## config.mk

```make
export PLATFORM = sky130hd
export DESIGN_NAME = mem_stage
export DESIGN_NICKNAME = d
export VERILOG_FILES = /design/src/rtl/mem_stage_pkg.sv /design/src/rtl/mem_port_ctrl.sv /design/src/rtl/mem_stage.sv
export SDC_FILE = /design/constraint.sdc
export NUM_CORES = 1
export LEC_CHECK = 0
export ABC_AREA = 1
export BUFFER_PORTS_ARGS = -buffer_cell sky130_fd_sc_hd__clkbuf_2
export CORE_MARGIN = 2
export CORE_UTILIZATION = 45
export CTS_CLUSTER_DIAMETER = 100
export DETAILED_ROUTE_END_ITERATION = 12
export HOLD_SLACK_MARGIN = 0.05
export PLACE_DENSITY = 0.81
export SLEW_MARGIN = 25
export SYNTH_ARGS = -nofsm -noshare
export SYNTH_HDL_FRONTEND = slang
export SYNTH_SLANG_ARGS = --single-unit
```

## constraint.sdc

```tcl
create_clock -name clk -period 2.01 [get_ports clk]
set_input_delay 0.1005 -clock clk [delete_from_list [all_inputs] [get_ports clk]]
set_output_delay 0.1005 -clock clk [all_outputs]
set_load 0.005 [all_outputs]
```

## src/rtl/mem_stage_pkg.sv

```systemverilog
// Shared pipeline definitions: ISA opcodes, control-word layout and datapath width.
// Used by the decode, execute and memory-access stages.
package mem_stage_pkg;

    localparam int unsigned DATA_W         = 16;
    localparam int unsigned CTRL_W         = 5;
    localparam int unsigned CTRL_VALID_BIT = 4;

    typedef enum logic [3:0] {
        OP_NOP    = 4'd0,
        OP_SUB    = 4'd1,
        OP_ADD    = 4'd2,
        OP_ADDI   = 4'd3,
        OP_SHLLI  = 4'd4,
        OP_SHRLI  = 4'd5,
        OP_JUMP   = 4'd6,
        OP_JUMPZ  = 4'd7,
        OP_JUMPNZ = 4'd8,
        OP_JUMPEQ = 4'd9,
        OP_JUMPNE = 4'd10,
        OP_CMP    = 4'd11,
        OP_LOAD   = 4'd12,
        OP_LOADI  = 4'd13,
        OP_STORE  = 4'd14,
        OP_MOV    = 4'd15
    } opcode_t;

    function automatic logic is_mem_op(input opcode_t op);
        return (op == OP_LOAD) || (op == OP_STORE);
    endfunction

endpackage

```

## src/rtl/mem_port_ctrl.sv

```systemverilog
// Data-memory port sequencer: IDLE/RD_WAIT/WR_WAIT FSM plus the request latches
// that hold address, write data and load destination until mem_ready.
module mem_port_ctrl
    import mem_stage_pkg::*;
#(
    parameter int unsigned ADDR_W = 16,
    parameter int unsigned DEST_W = 6
) (
    input  logic              clk,
    input  logic              rst_n,
    input  logic              start_rd,
    input  logic              start_wr,
    input  logic [ADDR_W-1:0] addr_in,
    input  logic [DATA_W-1:0] wdata_in,
    input  logic [DEST_W-1:0] dest_in,
    input  logic              mem_ready,
    output logic              busy,
    output logic              mem_req,
    output logic              mem_we,
    output logic [ADDR_W-1:0] mem_addr,
    output logic [DATA_W-1:0] mem_wdata,
    output logic              rd_done,
    output logic              wr_done,
    output logic [DEST_W-1:0] rd_dest
);

    typedef enum logic [1:0] {
        IDLE    = 2'd0,
        RD_WAIT = 2'd1,
        WR_WAIT = 2'd2
    } state_t;

    state_t state;
    state_t state_nxt;
    logic   launch;

    always_ff @(posedge clk or negedge rst_n) begin
        if (!rst_n) begin
            state <= IDLE;
        end else begin
            state <= state_nxt;
        end
    end

    always_comb begin
        state_nxt = state;
        mem_req   = 1'b0;
        mem_we    = 1'b0;
        rd_done   = 1'b0;
        wr_done   = 1'b0;
        case (state)
            IDLE: begin
                if (start_rd) begin
                    state_nxt = RD_WAIT;
                end else if (start_wr) begin
                    state_nxt = WR_WAIT;
                end
            end
            RD_WAIT: begin
                mem_req = 1'b1;
                if (mem_ready) begin
                    rd_done   = 1'b1;
                    state_nxt = IDLE;
                end
            end
            WR_WAIT: begin
                mem_req = 1'b1;
                mem_we  = 1'b1;
                if (mem_ready) begin
                    wr_done   = 1'b1;
                    state_nxt = IDLE;
                end
            end
            default: state_nxt = IDLE;
        endcase
    end

    assign busy   = (state != IDLE);
    assign launch = (state == IDLE) && (start_rd || start_wr);

    // Latches load only on launch, so the request stays frozen while waiting.
    always_ff @(posedge clk or negedge rst_n) begin
        if (!rst_n) begin
            mem_addr  <= '0;
            mem_wdata <= '0;
            rd_dest   <= '0;
        end else if (launch) begin
            mem_addr <= addr_in;
            if (start_wr) begin
                mem_wdata <= wdata_in;
            end
            if (start_rd) begin
                rd_dest <= dest_in;
            end
        end
    end

endmodule

```

## src/rtl/mem_stage.sv

```systemverilog
// Memory-access pipeline stage: issues LOAD/STORE on the data-memory port,
// stalls upstream while waiting, and registers the write-back bundle.
module mem_stage
    import mem_stage_pkg::*;
#(
    parameter int unsigned ADDR_W = 16,
    parameter int unsigned DEST_W = 6
) (
    input  logic              clk,
    input  logic              rst_n,
    input  logic [CTRL_W-1:0] ex_control,
    input  logic [DATA_W-1:0] ex_result,
    input  logic [DATA_W-1:0] ex_store_data,
    input  logic [DEST_W-1:0] ex_dest,
    input  logic              ex_we,
    output logic              stall,
    output logic              mem_req,
    output logic              mem_we,
    output logic [ADDR_W-1:0] mem_addr,
    output logic [DATA_W-1:0] mem_wdata,
    input  logic [DATA_W-1:0] mem_rdata,
    input  logic              mem_ready,
    output logic              wb_valid,
    output logic              wb_we,
    output logic [DEST_W-1:0] wb_dest,
    output logic [DATA_W-1:0] wb_data,
    output logic              fwd_valid,
    output logic [DEST_W-1:0] fwd_dest,
    output logic [DATA_W-1:0] fwd_data
);

    opcode_t           op;
    logic              accept;
    logic              start_rd;
    logic              start_wr;
    logic              rd_done;
    logic              wr_done;
    logic [DEST_W-1:0] rd_dest;

    assign op       = opcode_t'(ex_control[3:0]);
    assign accept   = ex_control[CTRL_VALID_BIT] && !stall;
    assign start_rd = accept && (op == OP_LOAD);
    assign start_wr = accept && (op == OP_STORE);

    mem_port_ctrl #(
        .ADDR_W (ADDR_W),
        .DEST_W (DEST_W)
    ) u_port (
        .clk       (clk),
        .rst_n     (rst_n),
        .start_rd  (start_rd),
        .start_wr  (start_wr),
        .addr_in   (ex_result[ADDR_W-1:0]),
        .wdata_in  (ex_store_data),
        .dest_in   (ex_dest),
        .mem_ready (mem_ready),
        .busy      (stall),
        .mem_req   (mem_req),
        .mem_we    (mem_we),
        .mem_addr  (mem_addr),
        .mem_wdata (mem_wdata),
        .rd_done   (rd_done),
        .wr_done   (wr_done),
        .rd_dest   (rd_dest)
    );

    // Completion and accept are mutually exclusive: accept needs IDLE, completion needs a wait state.
    always_ff @(posedge clk or negedge rst_n) begin
        if (!rst_n) begin
            wb_valid <= 1'b0;
            wb_we    <= 1'b0;
            wb_dest  <= '0;
            wb_data  <= '0;
        end else begin
            wb_valid <= 1'b0;
            wb_we    <= 1'b0;
            if (rd_done) begin
                wb_valid <= 1'b1;
                wb_we    <= 1'b1;
                wb_dest  <= rd_dest;
                wb_data  <= mem_rdata;
            end else if (wr_done) begin
                wb_valid <= 1'b1;
            end else if (accept && !is_mem_op(op)) begin
                wb_valid <= 1'b1;
                wb_we    <= ex_we;
                wb_dest  <= ex_dest;
                wb_data  <= ex_result;
            end
        end
    end

    assign fwd_valid = wb_valid && wb_we;
    assign fwd_dest  = wb_dest;
    assign fwd_data  = wb_data;

endmodule

```

== Word-level counts from Yosys, hierarchy flattened ==
Cells that the tools add are included.

* Div/mod/pow operators: 0
* Muxes and demuxes: 21
* Reductions and logical operators: 18
* Add/subtract/negate cells: 0
* Shift operators: 0
* Magnitude comparators: 0
* Bitwise gates (word level): 0
* Equality and inequality tests: 7
* Multiply operators: 0

{| class="wikitable"
|+ Operators with widths
! operator !! number
|-
| two-way mux 16 bit || 3
|-
| two-way mux 6 bit || 3
|-
| two-way mux 1 bit || 11
|-
| equality test 4 bit, second input constant || 2
|-
| AND reduction 2 bit || 4
|-
| logical AND 1 bit || 6
|-
| two-way mux 2 bit || 3
|-
| one-hot mux 2 bit (2 select lines) || 1
|-
| nonzero test 2 bit || 2
|-
| inequality test 3 x 1 -> 1 bit, second input constant || 1
|-
| equality test 2 x 1 -> 1 bit, second input constant || 1
|-
| equality test 2 bit, second input constant || 1
|-
| zero test 1 bit || 2
|-
| zero test 2 bit || 1
|-
| logical OR 1 bit || 2
|-
| inequality test 2 x 1 -> 1 bit, second input constant || 1
|-
| inequality test 2 bit, second input constant || 1
|-
| OR reduction 2 bit || 1
|}

* Memories: 0
* Bits of input ports: 63
* Logic and storage cells: 54
* Memory bits (read-only): 0
* Latch bits: 0
* Memory bits (writable): 0
* Flip-flop bits (word level): 64
* Output and inout port bits: 82

== Depth between registers and ports, before layout ==
Gate-level depths: netlist of run 1.

* Word-level depth: 7
* Depth in mapped cells: 10
* Mapped depth without buffers: 9

== Cells and area by module ==
From an unflattened synthesis of run 1, not the netlist that was laid out.

* Cells, all modules: 399
* Area total of the unflattened synthesis: 3164.3 µm²

{| class="wikitable"
|+ By module, submodules not included
! module !! area each (µm²) !! times used !! cells an instance !! sequential area each (µm²)
|-
| mem_port_ctrl || 1709.1 || 1 || 193 || 1001.0
|-
| mem_stage || 1455.1 || 1 || 206 || 600.6
|}

== Worst setup path before layout of run 1 ==
Ideal clock, no wire load.

* Path type: reg2reg
* From: register u_port.state[0]
* To: register wb_data[0], in the netlist fwd_data[0]
* Required time: 1.893 ns
* Setup time: 0.117 ns
* Stages on the path, launching flop included: 11
* Clock period less this slack: 1.397 ns
* Data arrival time: 1.280 ns
* Path slack: 0.613 ns
* Buffers on the path: 1
* Cell sequence: dfrtp_1 > inv_1 > ha_1 > nand2_4 > inv_2 > nand2_2 > nand2_4 > nand2_2 > buf_6 > nand2_1 > nand2_1

* Longest elaborated chain between the ends: 6
* Elaborated cells on any way between the ends: 12
* Those cells by class: eq/ne (3); mux (3); reduce/logical (6)

{| class="wikitable"
|+ RTL lines
! element !! line !! text
|-
| start, declared || mem_port_ctrl.sv:33 || <nowiki>state_t state;</nowiki>
|-
| start signal, assigned || mem_port_ctrl.sv:41 || <nowiki>state <= state_nxt;</nowiki>
|-
| nonzero test 2 bit || mem_port_ctrl.sv:78 || <nowiki>assign busy = (state != IDLE);</nowiki>
|-
| zero test 1 bit || mem_stage.sv:41 || <nowiki>assign accept = ex_control[CTRL_VALID_BIT] && !stall;</nowiki>
|-
| logical AND 1 bit || mem_stage.sv:41 ||
|-
| logical AND 1 bit || mem_stage.sv:84 || <nowiki>end else if (accept && !is_mem_op(op)) begin</nowiki>
|-
| nonzero test 2 bit (no line) || n/a ||
|-
| AND reduction 2 bit (no line) || n/a ||
|-
| end signal, assigned || mem_stage.sv:81 || <nowiki>wb_data <= mem_rdata;</nowiki>
|-
| end signal, assigned || mem_stage.sv:88 || <nowiki>wb_data <= ex_result;</nowiki>
|-
| end, declared || mem_stage.sv:26 || <nowiki>output logic [DATA_W-1:0] wb_data,</nowiki>
|}

Parallel ways exist; a longest one is shown, timed or not.
A chain may end at the register's enable or synchronous reset.

== Worst setup path after layout of run 1 ==
* From: register u_port.state[0]
* To: register wb_dest[3], in the netlist fwd_dest[3]

* Longest elaborated chain between the ends: 6
* Elaborated cells on any way between the ends: 12
* Those cells by class: eq/ne (3); mux (3); reduce/logical (6)

{| class="wikitable"
|+ RTL lines
! element !! line !! text
|-
| nonzero test 2 bit || mem_port_ctrl.sv:78 ||
|-
| zero test 1 bit || mem_stage.sv:41 ||
|-
| logical AND 1 bit || mem_stage.sv:41 ||
|-
| logical AND 1 bit || mem_stage.sv:84 ||
|-
| nonzero test 2 bit (no line) || n/a ||
|-
| AND reduction 2 bit (no line) || n/a ||
|-
| end signal, assigned || mem_stage.sv:80 || <nowiki>wb_dest <= rd_dest;</nowiki>
|-
| end signal, assigned || mem_stage.sv:87 || <nowiki>wb_dest <= ex_dest;</nowiki>
|-
| end, declared || mem_stage.sv:25 || <nowiki>output logic [DEST_W-1:0] wb_dest,</nowiki>
|}

Parallel ways exist; a longest one is shown, timed or not.

==> results of run 1 <==
through the flow:
step,hold slack (ps),setup WS [ps],instances
final,110,208,650
after global routing,128,61.3,650
after detailed placement,197,114,594
after CTS,103,68.2,650
after floorplan,-195,613,389
after global placement,191,214,594
timing repair:
action,4_1_cts,5_1_grt
endpoints found under the hold margin,68,0
hold buffers,40,0
resized for setup,0,1
endpoints found under the setup margin,0,22
area by class of cell:
| cell class | instances | area (um2) |
|---|---|---|
| Fill cell | 595 | 2400 |
| Sequential cell | 64 | 1600 |
| Multi-Input combinational cell | 275 | 1240 |
| Timing Repair Buffer | 191 | 1190 |
| Clock buffer | 13 | 149 |
| Tap cell | 96 | 120 |
| Clock inverter | 3 | 65.1 |
| Inverter | 8 | 30.0 |
registers in the layout, indices dropped and copies added, names as in the netlist:
| name | count |
|---|---|
| u_port.mem_addr | 16 |
| wb_valid | 1 |
| wb_we | 1 |
| fwd_data | 16 |
| u_port.state | 2 |
| fwd_dest | 6 |
| u_port.mem_wdata | 16 |
| u_port.rd_dest | 6 |
synthesized netlist by cell type, drive strengths merged:
master	n
a21oi	1
buf	38
clkbuf	4
dfrtp	64
ha	3
inv	8
nand2	179
nand3	55
nor2	4
o21ai	33
power by group through the flow:
stage	Sequential (mW)	Combinational [mW]	Clock, mW
5_1_grt	2.36	2.60	1.28
4_1_cts	2.28	2.29	1.23
3_3_place_gp	2.27	2.14	0
3_5_place_dp	2.30	2.21	0
6_report	2.30	2.29	1.21
2_1_floorplan	2.28	1.39	0
metal layers:
layer	GRT usage	wire length, um	part of all wire	up-vias
met5	0	0	0	-
met4	0.122	240	0.025	0
met3	0.0603	779	0.082	22
met2	0.426	4750	0.50	169
met1	0.306	3690	0.39	1571
li1	-	-	-	1541
worst reg2reg max path: stages, from the launching register on:
cell     delay (ps)
dfrtp_1         400
inv_1            90
ha_1            210
nand2_4         150
inv_2           120
nand2_2          90
nand2_4         220
nand2_4         210
nand2_1         140
nand2_1          60
logic make-up after synthesis:
logic type,after synthesis,synth area share
adders and majority gates,3,0.0119
buffers and inverters,50,0.0992
and+or+nand+nor,238,0.327
DFF,64,0.508
AOI/OAI and AO/OA,34,0.0539
path summary, 6_finish.rpt:
path	from	to	slack, ps	depth (start not counted)
worst max-delay path	u_port.state[0]	fwd_dest[3]	210	9
worst min-delay path	mem_rdata[5]	fwd_data[5]	110	5
worst max register to register	u_port.state[0]	fwd_dest[3]	210	9
worst min register to register	u_port.rd_dest[3]	u_port.rd_dest[3]	480	2
max in group asynchronous	rst_n	fwd_dest[4]	1030	3
min in group asynchronous	rst_n	u_port.mem_wdata[6]	370	2
==> reports/metrics.yaml, run 1 <==
totalWireLength_um: 9450
synth.avg_cell_area_um2: 8.11
num_antenna_cells: 0
syn-cell-area_um2: 3150
status: "finished, final reports clean"
nets: 615
comb_power_share: 0.395
slew_headroom: 0.513
tightest_slew_ps: 730
io_buffers: 144
post_cts.repair.setup_buffers: 0
power.leakage_nw: 2.51
wl_per_cell_um: 14.5
period_minus_slack_ps: 1800
internal_power_mw: 3.61
power_switching_mw: 2.19
vias_per_cell: 5.08
place_area_um2: 3780
clk_pin_slew_worst_paths_ps: 70
hpwlAfterDp_um: 6480
hold_violations: 0
grt_max_degree: 32
route.detailed.drc: 0
fp.dieH_um: 87.7
first_pass_iters: 5
cts_tree: "built"
gp_congestion: 0.852
cts-root-buf: "clkbuf_8"
stdcell_area_um2: 4400
core_um2: 6790
rows: 30
synth_seq_area_share: 0.508
die_area_um2: 7690
synth_cell_type_count: 20
cts_buffer_depth: 2
layout_common_cells: "173 x nand2_1, 143 x clkbuf_2, 64 x dfrtp_1, 53 x nand3_1, 40 x dlygate4sd3_1"
critPathMostFrequentCell: "nand2_4"
via_count: 3303
finish.utilization: 0.647
path_cells: "inv_1 > ha_1 > nand2_4 > inv_2 > nand2_2 > nand2_4 > nand2_4 > nand2_1 > nand2_1"
start_util: 0.464
fmax_mhz: 555
peakVddDrop_v: 0.000511
crit_fanout: 23
die_width_um: 87.7
tns_ps: 0
powerDensity_nw_per_um2: 1320
gr-total-overflow: 0
rsz0062_at_grt: "no"
p_seq_frac: 0.396
cp.required_ps: 2240
slowest_stage: "dfrtp_1"
htree_levels: 3
critPathLaunchType: "flop"
switching_share: 0.378
crit_type: "flop to flop"
grt_usage: 0.253
syn-num-nets: 455
crit_buf_inv: 2
yosysWarnings: 0
setup_violations: 0
slew_violations: 0
ys_ff_latch: 64
grt_pass1_vias: 3123
crit_path_end_kind: "flop"
p_clk_frac: 0.209
syn_inst: 389
synth_area_leaders: "dfrtp_1 51%, nand2_1 21%, nand3_1 8.4%, buf_4 5.7%, o21ai_0 5.2%"
clk_latency_ps: 340
cts_sinks: 64
hold_class: "input port to flop"
drive_above_1_share: 0.318
synth_top_area_frac: 0.508
grt_pass1_wl_um: 14700
drv_cap: 0
area.growth.synth_to_final_pct: 39.4
antenna_left: 0
final_common_cell: "nand2_1"
drtIter0Drc: 184
ioPinCount: 145
clock_skew_ps: 7.89
antenna_found_initial: 0
arrival_ps: 2030
cts_made_buffers: 9
crit_family: "simple AND/OR/NAND/NOR gates"
power.total_mw: 5.80
timing.final.crit_share: 0.896
cpPeakStageDelay_ps: 400
synth_largest_area_cell: "dfrtp_1"
(Power assumes the default switching activity.)
==> run 2, diff against run 1 <==
==> constraint.sdc (replaced) <==
create_clock -name clk -period 2.35 [get_ports clk]
set_input_delay 0.1175 -clock clk [delete_from_list [all_inputs] [get_ports clk]]
set_output_delay 0.1175 -clock clk [all_outputs]
set_load 0.005 [all_outputs]
==> run 2 against run 1 <==
  * Clock power down 17%
  * Sequential power is 15% lower
  * Register-to-register slack better by 170 ps
  * Via count shrank 3.8%
  * Critical path depth did not move
  * Count of clock-buffer cells in the layout shrank 2
  * Worst setup slack better by 170 ps
  * Design area fell by 1.2%
  * Worst hold slack worse by 45 ps
  * Sequential share of layout area grew 0.44 points
  * Critical endpoint unchanged
  * Largest power group unchanged
==> reports/metrics.yaml, run 2 (synthesis gave the netlist of run 1 again) <==
hpwlAfterDp_um: 6340  # -2.1%
num_antenna_cells: 0  # unchanged
grt_max_degree: 44  # +38%
post_cts.repair.setup_buffers: 0  # unchanged
rsz0062_at_grt: "no"
status: "finished, final reports clean"
antenna_left: 0  # unchanged
die_area_um2: 7690  # unchanged
slew_violations: 0  # unchanged
arrival_ps: 2190  # +160 ps
ioPinCount: 145  # unchanged
cts-root-buf: "clkbuf_8"
cts_tree: "built"
r2r_start: "u_port.state[1]"
powerDensity_nw_per_um2: 1130  # -15%
critPathLaunchType: "flop"
clk_pin_slew_worst_paths_ps: 70  # about the same
hold_depth: 3  # -2
crit_type: "flop to flop"
period_minus_slack_ps: 1970  # +166 ps
hp-start: "ex_result[4]"
first_pass_iters: 5  # unchanged
vias_per_cell: 4.93  # -3.1%
cts_buffer_depth: 2  # unchanged
rows: 30  # unchanged
tns_ps: 0  # unchanged
htree_levels: 3  # unchanged
timing.final.crit_share: 0.837  # -0.0590
area.growth.synth_to_final_pct: 37.7
r2r-end: "fwd_dest[3]"
via_count: 3177  # -3.8%
start_util: 0.464  # unchanged
nFillCells: 595  # unchanged
power.total_mw: 4.89  # -16%
wl_per_cell_um: 14.3  # -1.6%
core_um2: 6790  # unchanged
layout_common_cells: "173 x nand2_1, 143 x clkbuf_2, 64 x dfrtp_1, 53 x nand3_1, 38 x dlygate4sd3_1"
hold_class: "input port to flop"
crit_fanout: 23  # unchanged
rr_worst_depth: 9  # unchanged
fmax_mhz: 508  # -8.4%
hold_end: "u_port.mem_addr[4]"
hold_violations: 0  # unchanged
fp.dieH_um: 87.7  # unchanged
io_buffers: 144  # unchanged
drv_cap: 0  # unchanged
cts_sinks: 64  # unchanged
holdWs_ps: 65.0  # -44.9 ps
final_common_cell: "nand2_1"
peakVddDrop_v: 0.000637  # +25%
gp_congestion: 0.836  # -1.9%
grt_pass1_vias: 3019  # -3.3%
clk_latency_ps: 340  # about the same
setup_violations: 0  # unchanged
antenna_found_initial: 0  # unchanged
gr-total-overflow: 0  # unchanged
route.detailed.drc: 0  # unchanged
die_width_um: 87.7  # unchanged
crit_path_end_kind: "flop"
drtIter0Drc: 143  # -22%
cts_resized: 0  # unchanged
nets: 611  # -0.65%
ctsHoldBuffers: 38  # -5.0%
drive_above_1_share: 0.317  # -0.000750
slew_headroom: 0.659  # +0.146
power.leakage_nw: 2.49  # -0.93%
cp.required_ps: 2570  # +330 ps
tightest_slew_ps: 511  # -219 ps
grt_usage: 0.251  # -0.00239
grt_pass1_wl_um: 14600  # -0.33%
totalWireLength_um: 9230  # -2.4%
cts_made_buffers: 9  # unchanged
r2r_setup_slack_ps: 380  # +170 ps
clock_skew_ps: 7.38  # -0.508 ps
-- run 2: area by class of cell --
cell class,instances,area [um2],share of cell area
clock inverters,4,70.1,0.0161
flip-flops and latches,64,1600,0.369
well taps,96,120,0.0276
multi-input cells,275,1240,0.285
clock buffers,11,131,0.0302
inverters,8,30.0,0.00691
repair buffers,187,1150,0.265
-- run 2: critical path: stages, from the launching register on --
cell and delay (ps):
dfrtp_1 410, inv_1 90, ha_1 220, nand2_4 170, inv_2 130, nand2_2 80, nand2_4 220, nand2_2 310
nand2_1 140, nand2_1 70
-- run 2: worst max-delay path by stage --
stage,from,to,slack (ps),cells past startpoint
3_5_place_dp,u_port.state[0],fwd_data[3],400,9
5_1_grt,u_port.state[0],fwd_dest[3],190,9
4_1_cts,u_port.state[0],fwd_data[3],380,9
6_report,u_port.state[1],fwd_dest[3],380,9
3_3_place_gp,u_port.state[0],fwd_data[9],530,9
2_1_floorplan,u_port.state[0],fwd_data[0],950,10
-- run 2: layer usage --
metal	global-route usage	share of wire
met3	0.0443	0.064
met4	0.123	0.026
met1	0.323	0.42
met2	0.409	0.49
met5	0	0
-- run 2: report_power, final --
group,total (mW),internal [mW],switching [mW]
registers,1.96,1.62,0.344
clock network,1.01,0.589,0.417
logic,1.92,0.836,1.09
total,4.89,3.04,1.85
-- run 2: metrics by stage --
step / util / cells / setup WS, ps / cell area (um2)
after floorplan: - / 389 / 953 / 3150
after global placement: 0.554 / 592 / 525 / 3760
after detailed placement: 0.554 / 592 / 398 / 3760
after CTS: 0.639 / 645 / 378 / 4340
after global routing: 0.639 / 645 / 191 / 4340
final: 0.639 / 645 / 382 / 4340
